<file path="src/rtl/cpu_nic_if.sv">
// CPU-side and router-side signal bundle for the cpu_nic block.
// The slave modport is the NIC's view; the master modport is the view of
// whatever drives the CPU port and the router port together.
interface cpu_nic_if #(
   parameter int DATA_WIDTH = 64
);
   // CPU access port
   logic                  nicEn;
   logic                  nicWrEn;
   logic [1:0]            addr;
   logic [0:DATA_WIDTH-1] d_in;
   logic [0:DATA_WIDTH-1] d_out;
   // Injection toward the router
   logic                  net_so;
   logic                  net_ro;
   logic [0:DATA_WIDTH-1] net_do;
   logic                  net_polarity;
   // Ejection from the router
   logic                  net_si;
   logic                  net_ri;
   logic [0:DATA_WIDTH-1] net_di;

   modport slave (
      input  nicEn, nicWrEn, addr, d_in, net_ro, net_polarity, net_si, net_di,
      output d_out, net_so, net_do, net_ri
   );

   modport master (
      output nicEn, nicWrEn, addr, d_in, net_ro, net_polarity, net_si, net_di,
      input  d_out, net_so, net_do, net_ri
   );
endinterface

</file>
<file path="src/rtl/cpu_nic.sv">
// Network interface controller: one single-entry packet buffer in each
// direction between the CPU NIC port and the local mesh router port.
// Handshake (both directions): a transfer happens on a rising edge where the
// sender's strobe (net_so / net_si) and the receiver's ready (net_ro / net_ri)
// are both high; a strobe without ready transfers nothing.
// Bit 0 of a packet is its virtual-channel bit (MSB in [0:N-1] ordering); it
// must match the router polarity before injection is allowed.
module cpu_nic #(
   parameter int DATA_WIDTH = 64
) (
   input  logic      clk,
   input  logic      reset,
   cpu_nic_if.slave  bus
);

   localparam logic [1:0] ADDR_OUT_BUF  = 2'b00;
   localparam logic [1:0] ADDR_OUT_STAT = 2'b01;
   localparam logic [1:0] ADDR_IN_BUF   = 2'b10;
   localparam logic [1:0] ADDR_IN_STAT  = 2'b11;

   logic [0:DATA_WIDTH-1] r_out_buf;
   logic                  r_out_full;
   logic [0:DATA_WIDTH-1] r_in_buf;
   logic                  r_in_full;
   logic [0:DATA_WIDTH-1] r_d_out;

   logic w_cpu_wr;
   logic w_cpu_rd;
   logic w_send;
   logic w_recv;

   assign w_cpu_wr = bus.nicEn & bus.nicWrEn;
   assign w_cpu_rd = bus.nicEn & ~bus.nicWrEn;
   // Injection only from registered state plus router ready/polarity
   assign w_send   = r_out_full & bus.net_ro & (r_out_buf[0] == bus.net_polarity);
   // A strobe while full is a router violation and is simply not accepted
   assign w_recv   = bus.net_si & ~r_in_full;

   assign bus.net_so = w_send;
   assign bus.net_do = r_out_buf;
   assign bus.net_ri = ~r_in_full;
   assign bus.d_out  = r_d_out;

   // Output buffer: CPU fills when empty, router drains; fullness judged at
   // cycle start so a write into a draining buffer is dropped.
   always_ff @(posedge clk or posedge reset) begin
      if (reset) begin
         r_out_buf  <= '0;
         r_out_full <= 1'b0;
      end else if (w_send) begin
         r_out_full <= 1'b0;
      end else if (w_cpu_wr && (bus.addr == ADDR_OUT_BUF) && !r_out_full) begin
         r_out_buf  <= bus.d_in;
         r_out_full <= 1'b1;
      end
   end

   // Input buffer: router fills when empty, CPU read of the buffer empties it.
   always_ff @(posedge clk or posedge reset) begin
      if (reset) begin
         r_in_buf  <= '0;
         r_in_full <= 1'b0;
      end else if (w_recv) begin
         r_in_buf  <= bus.net_di;
         r_in_full <= 1'b1;
      end else if (w_cpu_rd && (bus.addr == ADDR_IN_BUF) && r_in_full) begin
         r_in_full <= 1'b0;
      end
   end

   // Registered CPU read data; holds when no read is issued.
   always_ff @(posedge clk or posedge reset) begin
      if (reset) begin
         r_d_out <= '0;
      end else if (w_cpu_rd) begin
         case (bus.addr)
            ADDR_OUT_STAT: r_d_out <= {{(DATA_WIDTH-1){1'b0}}, r_out_full};
            ADDR_IN_STAT:  r_d_out <= {{(DATA_WIDTH-1){1'b0}}, r_in_full};
            ADDR_IN_BUF:   r_d_out <= r_in_buf;
            default:       r_d_out <= '0;
         endcase
      end
   end

endmodule
</file>
<file path="src/flat_wrapper.sv">
// flat-port wrapper written by rule: the top's interface ports become plain ports
module cpu_nic_flat 
#(
   parameter int DATA_WIDTH = 64
)
  (clk, reset, bus_nicEn, bus_nicWrEn, bus_addr, bus_d_in, bus_net_ro, bus_net_polarity, bus_net_si, bus_net_di, bus_d_out, bus_net_so, bus_net_do, bus_net_ri);
  cpu_nic_if #(.DATA_WIDTH(DATA_WIDTH)) bus_i ();
  input  logic clk;
  input  logic reset;
  input wire logic [$bits(bus_i.nicEn)-1:0] bus_nicEn;
  input wire logic [$bits(bus_i.nicWrEn)-1:0] bus_nicWrEn;
  input wire logic [$bits(bus_i.addr)-1:0] bus_addr;
  input wire logic [$bits(bus_i.d_in)-1:0] bus_d_in;
  input wire logic [$bits(bus_i.net_ro)-1:0] bus_net_ro;
  input wire logic [$bits(bus_i.net_polarity)-1:0] bus_net_polarity;
  input wire logic [$bits(bus_i.net_si)-1:0] bus_net_si;
  input wire logic [$bits(bus_i.net_di)-1:0] bus_net_di;
  output wire logic [$bits(bus_i.d_out)-1:0] bus_d_out;
  output wire logic [$bits(bus_i.net_so)-1:0] bus_net_so;
  output wire logic [$bits(bus_i.net_do)-1:0] bus_net_do;
  output wire logic [$bits(bus_i.net_ri)-1:0] bus_net_ri;
  assign bus_i.nicEn = bus_nicEn;
  assign bus_i.nicWrEn = bus_nicWrEn;
  assign bus_i.addr = bus_addr;
  assign bus_i.d_in = bus_d_in;
  assign bus_i.net_ro = bus_net_ro;
  assign bus_i.net_polarity = bus_net_polarity;
  assign bus_i.net_si = bus_net_si;
  assign bus_i.net_di = bus_net_di;
  assign bus_d_out = bus_i.d_out;
  assign bus_net_so = bus_i.net_so;
  assign bus_net_do = bus_i.net_do;
  assign bus_net_ri = bus_i.net_ri;
  cpu_nic #(.DATA_WIDTH(DATA_WIDTH)) u_core (.clk(clk), .reset(reset), .bus(bus_i));
endmodule
</file>
<file path="config.mk">
export PLATFORM = sky130hd
export DESIGN_NAME = cpu_nic_flat
export DESIGN_NICKNAME = d
export VERILOG_FILES = /design/src/rtl/cpu_nic_if.sv /design/src/rtl/cpu_nic.sv /design/src/flat_wrapper.sv
export SDC_FILE = /design/constraint.sdc
export NUM_CORES = 1
export LEC_CHECK = 0
export ABC_AREA = 1
export CAP_MARGIN = 20
export CORE_UTILIZATION = 49
export DETAILED_ROUTE_END_ITERATION = 8
export HOLD_SLACK_MARGIN = 0.15
export PLACE_DENSITY_LB_ADDON = 0.2
export SYNTH_ARGS = -nofsm -noshare
export SYNTH_HDL_FRONTEND = slang
export SYNTH_SLANG_ARGS = --single-unit
</file>
<file path="constraint.sdc">
create_clock -name clk -period 11.5 [get_ports clk]
set_clock_uncertainty 0.1 [all_clocks]
set_input_delay 1.725 -clock clk [delete_from_list [all_inputs] [get_ports clk]]
set_output_delay 1.725 -clock clk [all_outputs]
set_load 0.05 [all_outputs]
</file>
# Word-level counts from Yosys, hierarchy flattened
# Cells that the tools add are included.
# totals
inputBits	137
out_inout_bits	130
register_bits	194
# classes
n_eq_ne	4
bitwise	8
reduce_logical	9
muxes	5
# op_table
op	count
$pmux W64 S3	1
$and A1 B1 Y1	5
$eq A2 B2 Y1 const B	2
$logic_and A1 B1 Y1	4
$mux W1	4
$reduce_bool A2 Y1	2
$not A1 Y1	3
$eq A2 B1 Y1 const B	1
$logic_not A2 Y1	1
$reduce_and A2 Y1	1
$eq A1 B1 Y1	1
$logic_not A1 Y1	1

# Logic depth before layout (Yosys ltp)
# Gate-level depths: netlist (run 1).
# depth
ltp_word	6
mapped_depth	7
mapped_depth_nobuf	6

# Worst setup path before layout (run 1)
# OpenSTA, ideal clock, no wires.
# synth_timing
path_kind	input to output
start	input bus_net_polarity
end	output bus_net_so
t_arrival_ps	2273
setup_slack_ps	7402
cell_stages	5
t_required_ps	9675
path_cell_list	inv_1 nor2_1 nor2_1 nand2_1 inv_1
# synth_between
elab_chain_len	2
# synth_lines
element	line_no	source
from (decl)	flat_wrapper.sv:15	input wire logic [$bits(bus_i.net_polarity)-1:0] bus_net_polarity;
$eq A1 B1 Y1	cpu_nic.sv:35	assign w_send = r_out_full & bus.net_ro & (r_out_buf[0] == bus.net_polarity);
$and A1 B1 Y1	cpu_nic.sv:35	
to (decl)	flat_wrapper.sv:19	output wire logic [$bits(bus_i.net_so)-1:0] bus_net_so;
# Every way passes these cells.

# Worst setup path after layout (run 1)
# layout_timing
start	input bus_net_ro
end	output bus_net_so
# layout_between
elab_chain_len	2
# layout_lines
element	line_no	source
from (decl)	flat_wrapper.sv:14	input wire logic [$bits(bus_i.net_ro)-1:0] bus_net_ro;
$and A1 B1 Y1 (2 in a row)	cpu_nic.sv:35	
# Every way passes these cells.

==> out/results.txt, run 1 <==
status -> finished, final reports clean
Inst Count DP -> 1230
Yosys cell types -> 20
Startpoint Class -> primary input
Peak VDD IR -> 0.151 mV
initial DRC count -> 414
Post-Syn Area -> 0.00772 mm^2
final setup margin -> 6.44 ns
P&R area growth vs syn -> 42.2%
max_cap viols -> 0
Synth top area share -> 62.8%
vias -> 6349
period utilisation layout -> 44.0%
fin. max-slew vios -> 0
YS warnings -> 0
Buffers on Ports -> 266
Die Y -> 128 um
CTS clk-pin slew, worst paths -> 0.07 ns
final setup fails -> 0
CTS H-Tree Depth -> 4
Die W -> 128 um
WS Path Type -> primary input to output port
post-detail-place hpwl -> 12700 um
Nets -> 1175
cell leakage power -> 5.29 nW
Root Buffer -> clkbuf_16
post-cts gate resize count -> 0
routed len/inst -> 15.8 um
vias in the first global route -> 6294
most frequent cells in the layout -> clkdlybuf4s50_1 (266), nand2_1 (229), dfrtp_1 (194)
register area share after synthesis -> 62.8%
Synth Area per Inst -> 9.67 um^2
pre-CTS WS -> 6.43 ns
grt ovf -> 0
Core ar. -> 0.0153 mm^2
PD cells -> 267 mW/mm^2
num rows -> 45
drt drc -> 0
CP arrival -> 3.24 ns
first-pass GRT wire length -> 31800 um
Synth Net Count -> 936
unrepaired setup endpoints after global routing -> false
Sum Neg Setup Slack -> 0 ns
Final ANT Viol Nets -> 0
die area -> 0.0163 mm^2
Starting Density -> 50.4%
Min-Delay Path Class -> flip-flop to flip-flop
Vias/cell -> 5.03
final std cells w/o fill -> 1262
initial antenna violation count -> 0
Tmin final -> 5.06 ns
share of cells above drive strength 1 -> 7.52%
CTS buffer count -> 17
CTS hold repair buffers -> 0
Area contributors post-synth -> dfrtp_1 (63%), nand2_1 (11%), nand4_1 (5.2%)
crit-path max FO -> 2
slew of the pin with the lowest slew margin -> 0.922 ns
clk_lat worst skew -> 0.42 ns
Setup Fix Bufs, Post-CTS -> 0
CP required -> 9.68 ns
most area-hungry cell type in the Yosys netlist -> dfrtp_1
DRT Pass-1 Iters -> 4
register bit total from synthesis -> 194
# clock sinks -> 194
largest net degree at the start of global routing -> 138
maximum clock rate -> 197 MHz
CP Capture Type -> output port
io pins -> 267
post-synthesis cell count -> 799
CTS tree -> built
clk buf depth -> 2
Antenna Diode Count -> 0
Routed WL -> 19900 um
final core occ -> 71.7%
headroom to the max-slew limit -> 38.5%
all-layer global routing usage -> 25.3%
gpl congestion -> 0.812
Hold Fails Final Rpt -> 0
most common cell after layout, fill and taps aside -> clkdlybuf4s50_1
[path summary, 6_finish.rpt]
path,slack [ns],startpoint,cells after the start,endpoint
setup / recovery,6.44,bus_net_ro,6,bus_net_so
hold / removal,0.37,u_core.bus.net_do[50],2,u_core.bus.net_do[50]
setup reg to reg,9.48,u_core.r_out_full,6,u_core.bus.net_do[21]
hold reg to reg,0.37,u_core.bus.net_do[50],2,u_core.bus.net_do[50]
max in group asynchronous,8.18,reset,3,u_core.bus.d_out[63]
min in group asynchronous,1.78,reset,2,u_core.bus.d_out[53]
[cells by family (layout without fill, tap and decap cells)]
family,after synthesis,after routing,synth area share [%]
AOI/OAI and AO/OA,115,115,8.91
buffers and inverters,121,373,7.76
DFF,194,194,62.8
and+or+nand+nor,369,369,20.5
[power breakdown]
part / internal (mW) / switching (mW) / total (mW) / leakage [nW]
logic: 0.404 / 0.881 / 1.28 / 2.61
clock network: 0.328 / 0.273 / 0.602 / 0.291
registers: 0.932 / 0.113 / 1.05 / 2.39
total: 1.66 / 1.27 / 2.93 / 5.29
[critical path, stage by stage]
cell	delay, ns
clkdlybuf4s50_1	0.45
nand2_1	0.05
nor2_1	0.10
nand2_1	0.07
inv_1	0.05
clkdlybuf4s50_1	0.79
[per-stage QoR]
step	power [mW]	hold WS, ns	cell area [um^2]
after floorplan	1.90	0.342	7720
after global placement	2.31	0.348	10400
after detailed placement	2.34	0.356	10400
after CTS	2.95	0.374	11000
after global routing	3.08	0.390	11000
final	2.93	0.372	11000
[state kept, by name (all words and copies together) (netlist names)]
register           flops
u_core.bus.d_out      64
u_core.bus.net_do     64
u_core.r_in_buf       64
u_core.r_in_full       1
u_core.r_out_full      1
[synth_stat cells]
cell type,number
nand4_1,64
nand2_1,230
a21oi_1,57
nand3_1,10
o21ai_0,28
nand4_2,1
nand3_2,1
inv_1,65
buf_1,2
clkbuf_1,9
buf_6,5
nand2_2,1
nor2_1,61
o21ai_2,30
inv_2,2
buf_2,29
dfrtp_1,194
nor2_4,1
buf_12,3
buf_4,6
[layer usage]
metal / vias to the layer above / share of wire, % / GRT usage (%)
met5: - / 0 / 0
li1: 3048 / - / -
met2: 218 / 50 / 42.0
met3: 26 / 9.4 / 9.80
met4: 0 / 1.7 / 8.19
met1: 3057 / 39 / 30.3
[layout make-up]
type	instances	area, um^2
inverter	67	259
sequential	194	4850
clock inverter	15	171
multi-input combinational	484	2290
clock buffer	17	425
tap	211	264
timing repair buffer	274	2720
fill	1176	4330
(Power assumes the default switching activity.)
==> run 2: changes to the inputs <==
- CORE_UTILIZATION: 49 -> 41
- clock period: 11.5 -> 4.2 ns (I/O delays scaled with it)
==> out/results.txt, run 2 (synthesis gave the netlist of run 1 again) <==
status -> finished, final reports clean
die area -> 0.0194 mm^2 (+19%)
Tmin final -> 2.87 ns
Die Y -> 139 um (+9.2%)
CP endpoint -> bus_net_so
unrepaired setup endpoints after global routing -> false
post-detail-place hpwl -> 13500 um (+5.7%)
Vias/cell -> 4.89 (-2.8%)
CTS hold repair buffers -> 0 (unchanged)
fin. max-slew vios -> 0 (unchanged)
CTS H-Tree Depth -> 4 (unchanged)
routed len/inst -> 15.6 um (-1.2%)
largest net degree at the start of global routing -> 82 (-41%)
grt ovf -> 0 (unchanged)
Routed WL -> 20100 um (+0.62%)
crit-path max FO -> 2 (unchanged)
vias -> 6284 (-1.0%)
most frequent cells in the layout -> clkdlybuf4s50_1 (266), nand2_1 (229), dfrtp_1 (194)
CTS buffer count -> 17 (unchanged)
reg-to-reg slack, setup -> 2.25 ns (-7.23 ns)
Peak VDD IR -> 0.343 mV (+130%)
share of cells above drive strength 1 -> 7.77% (+0.26 points)
Min-Delay Path Class -> flip-flop to flip-flop
num rows -> 49 (+8.9%)
filler instances -> 1547 (+32%)
DRT Pass-1 Iters -> 4 (unchanged)
CTS tree -> built
Core ar. -> 0.0182 mm^2 (+19%)
most common cell after layout, fill and taps aside -> clkdlybuf4s50_1
final setup margin -> 1.33 ns (-5.11 ns)
Startpoint Class -> primary input
gpl congestion -> 0.777 (-4.3%)
maximum clock rate -> 348 MHz
period utilisation layout -> 68.4%
crit path from -> bus_net_ro
initial antenna violation count -> 4 (+4)
io pins -> 267 (unchanged)
CP required -> 3.47 ns (-6.21 ns)
worst reg2reg path depth -> 5 (-1)
final core occ -> 60.7% (-11 points)
Root Buffer -> clkbuf_16
Setup Fix Bufs, Post-CTS -> 0 (unchanged)
WS Path Type -> primary input to output port
Sum Neg Setup Slack -> 0 ns (unchanged)
clk buf depth -> 2 (unchanged)
clk_lat worst skew -> 0.43 ns (about the same)
Nets -> 1180 (+0.43%)
all-layer global routing usage -> 21.5% (-3.7 points)
# clock sinks -> 194 (unchanged)
initial DRC count -> 306 (-26%)
CTS clk-pin slew, worst paths -> 0.06 ns (about the same)
CP Capture Type -> output port
Buffers on Ports -> 266 (unchanged)
Post-DP Area -> 0.0105 mm^2 (+0.90%)
pre-CTS WS -> 1.30 ns (-5.13 ns)
CP arrival -> 2.14 ns (-1.10 ns)
Die W -> 139 um (+9.2%)
first-pass GRT wire length -> 32600 um (+2.3%)
cell leakage power -> 5.30 nW (+0.18%)
PD cells -> 718 mW/mm^2 (+170%)
Worst R2R End -> u_core.bus.net_do[27]
Hold Fails Final Rpt -> 0 (unchanged)
drt drc -> 0 (unchanged)
P&R area growth vs syn -> 43.0%
Starting Density -> 42.4% (-8.0 points)
worst r2r src -> u_core.r_out_full
slew of the pin with the lowest slew margin -> 0.874 ns (-0.0477 ns)
headroom to the max-slew limit -> 41.6% (+3.1 points)
final setup fails -> 0 (unchanged)
vias in the first global route -> 5919 (-6.0%)
max_cap viols -> 0 (unchanged)
Final ANT Viol Nets -> 0 (unchanged)
post-cts gate resize count -> 0 (unchanged)
post-route design area -> 0.0110 mm^2 (+0.58%)
run 2: cell count changes in the layout (fill, tap and decap cells not counted), sizes merged:
cell / before / now
buf: 8 / 13
bufinv: 2 / 1
clkbuf: 17 / 19
clkinvlp: 2 / 4
diode: 0 / 1
inv: 75 / 71
run 2: worst max-delay path, cell delays in order:
cell             delay, ns
clkdlybuf4s50_1       0.46
nand2_1               0.05
nor2_1                0.10
nand2_1               0.07
inv_1                 0.05
clkdlybuf4s50_1       0.79
run 2: worst min path at each step:
stage,from,to,slack (ns),cells past startpoint
after CTS,u_core.r_in_buf[58],u_core.bus.d_out[58],0.37,2
final,u_core.r_in_buf[58],u_core.bus.d_out[58],0.37,2
after detailed placement,u_core.r_in_buf[58],u_core.bus.d_out[58],0.35,2
after global routing,u_core.bus.net_do[63],u_core.bus.net_do[63],0.39,2
after floorplan,u_core.r_in_buf[0],u_core.bus.d_out[0],0.34,2
after global placement,u_core.bus.net_do[20],u_core.bus.net_do[20],0.35,2
run 2: area by class of cell:
type | count | area, um^2 | share of cell area (%)
clock buffers | 19 | 443 | 4.01
flip-flops and latches | 194 | 4850 | 43.9
clock inverters | 12 | 121 | 1.10
well taps | 229 | 287 | 2.59
inverters | 67 | 255 | 2.31
diodes | 1 | 2.50 | 0.0227
multi-input cells | 484 | 2290 | 20.7
repair buffers | 279 | 2800 | 25.3
run 2: layer usage:
| metal | up-vias | share of wire, % | track usage [%] |
|---|---|---|---|
| li1 | 3066 | - | - |
| met5 | - | 0.20 | 0 |
| met2 | 221 | 47 | 33.7 |
| met4 | 6 | 1.2 | 6.43 |
| met3 | 25 | 9.4 | 7.64 |
| met1 | 2966 | 42 | 28.1 |
run 2: report_power, final:
| group | internal, mW | switching (mW) | total [mW] |
|---|---|---|---|
| Sequential | 2.55 | 0.308 | 2.86 |
| Clock | 0.843 | 0.726 | 1.57 |
| Combinational | 1.11 | 2.39 | 3.51 |
run 2: through the flow:
step / hold slack [ns] / std cells / power, mW
5_1_grt: 0.393 / 1284 / 8.37
2_1_floorplan: 0.342 / 799 / 5.20
3_5_place_dp: 0.354 / 1253 / 6.42
6_report: 0.367 / 1285 / 7.94
4_1_cts: 0.371 / 1284 / 8.01
3_3_place_gp: 0.352 / 1253 / 6.36
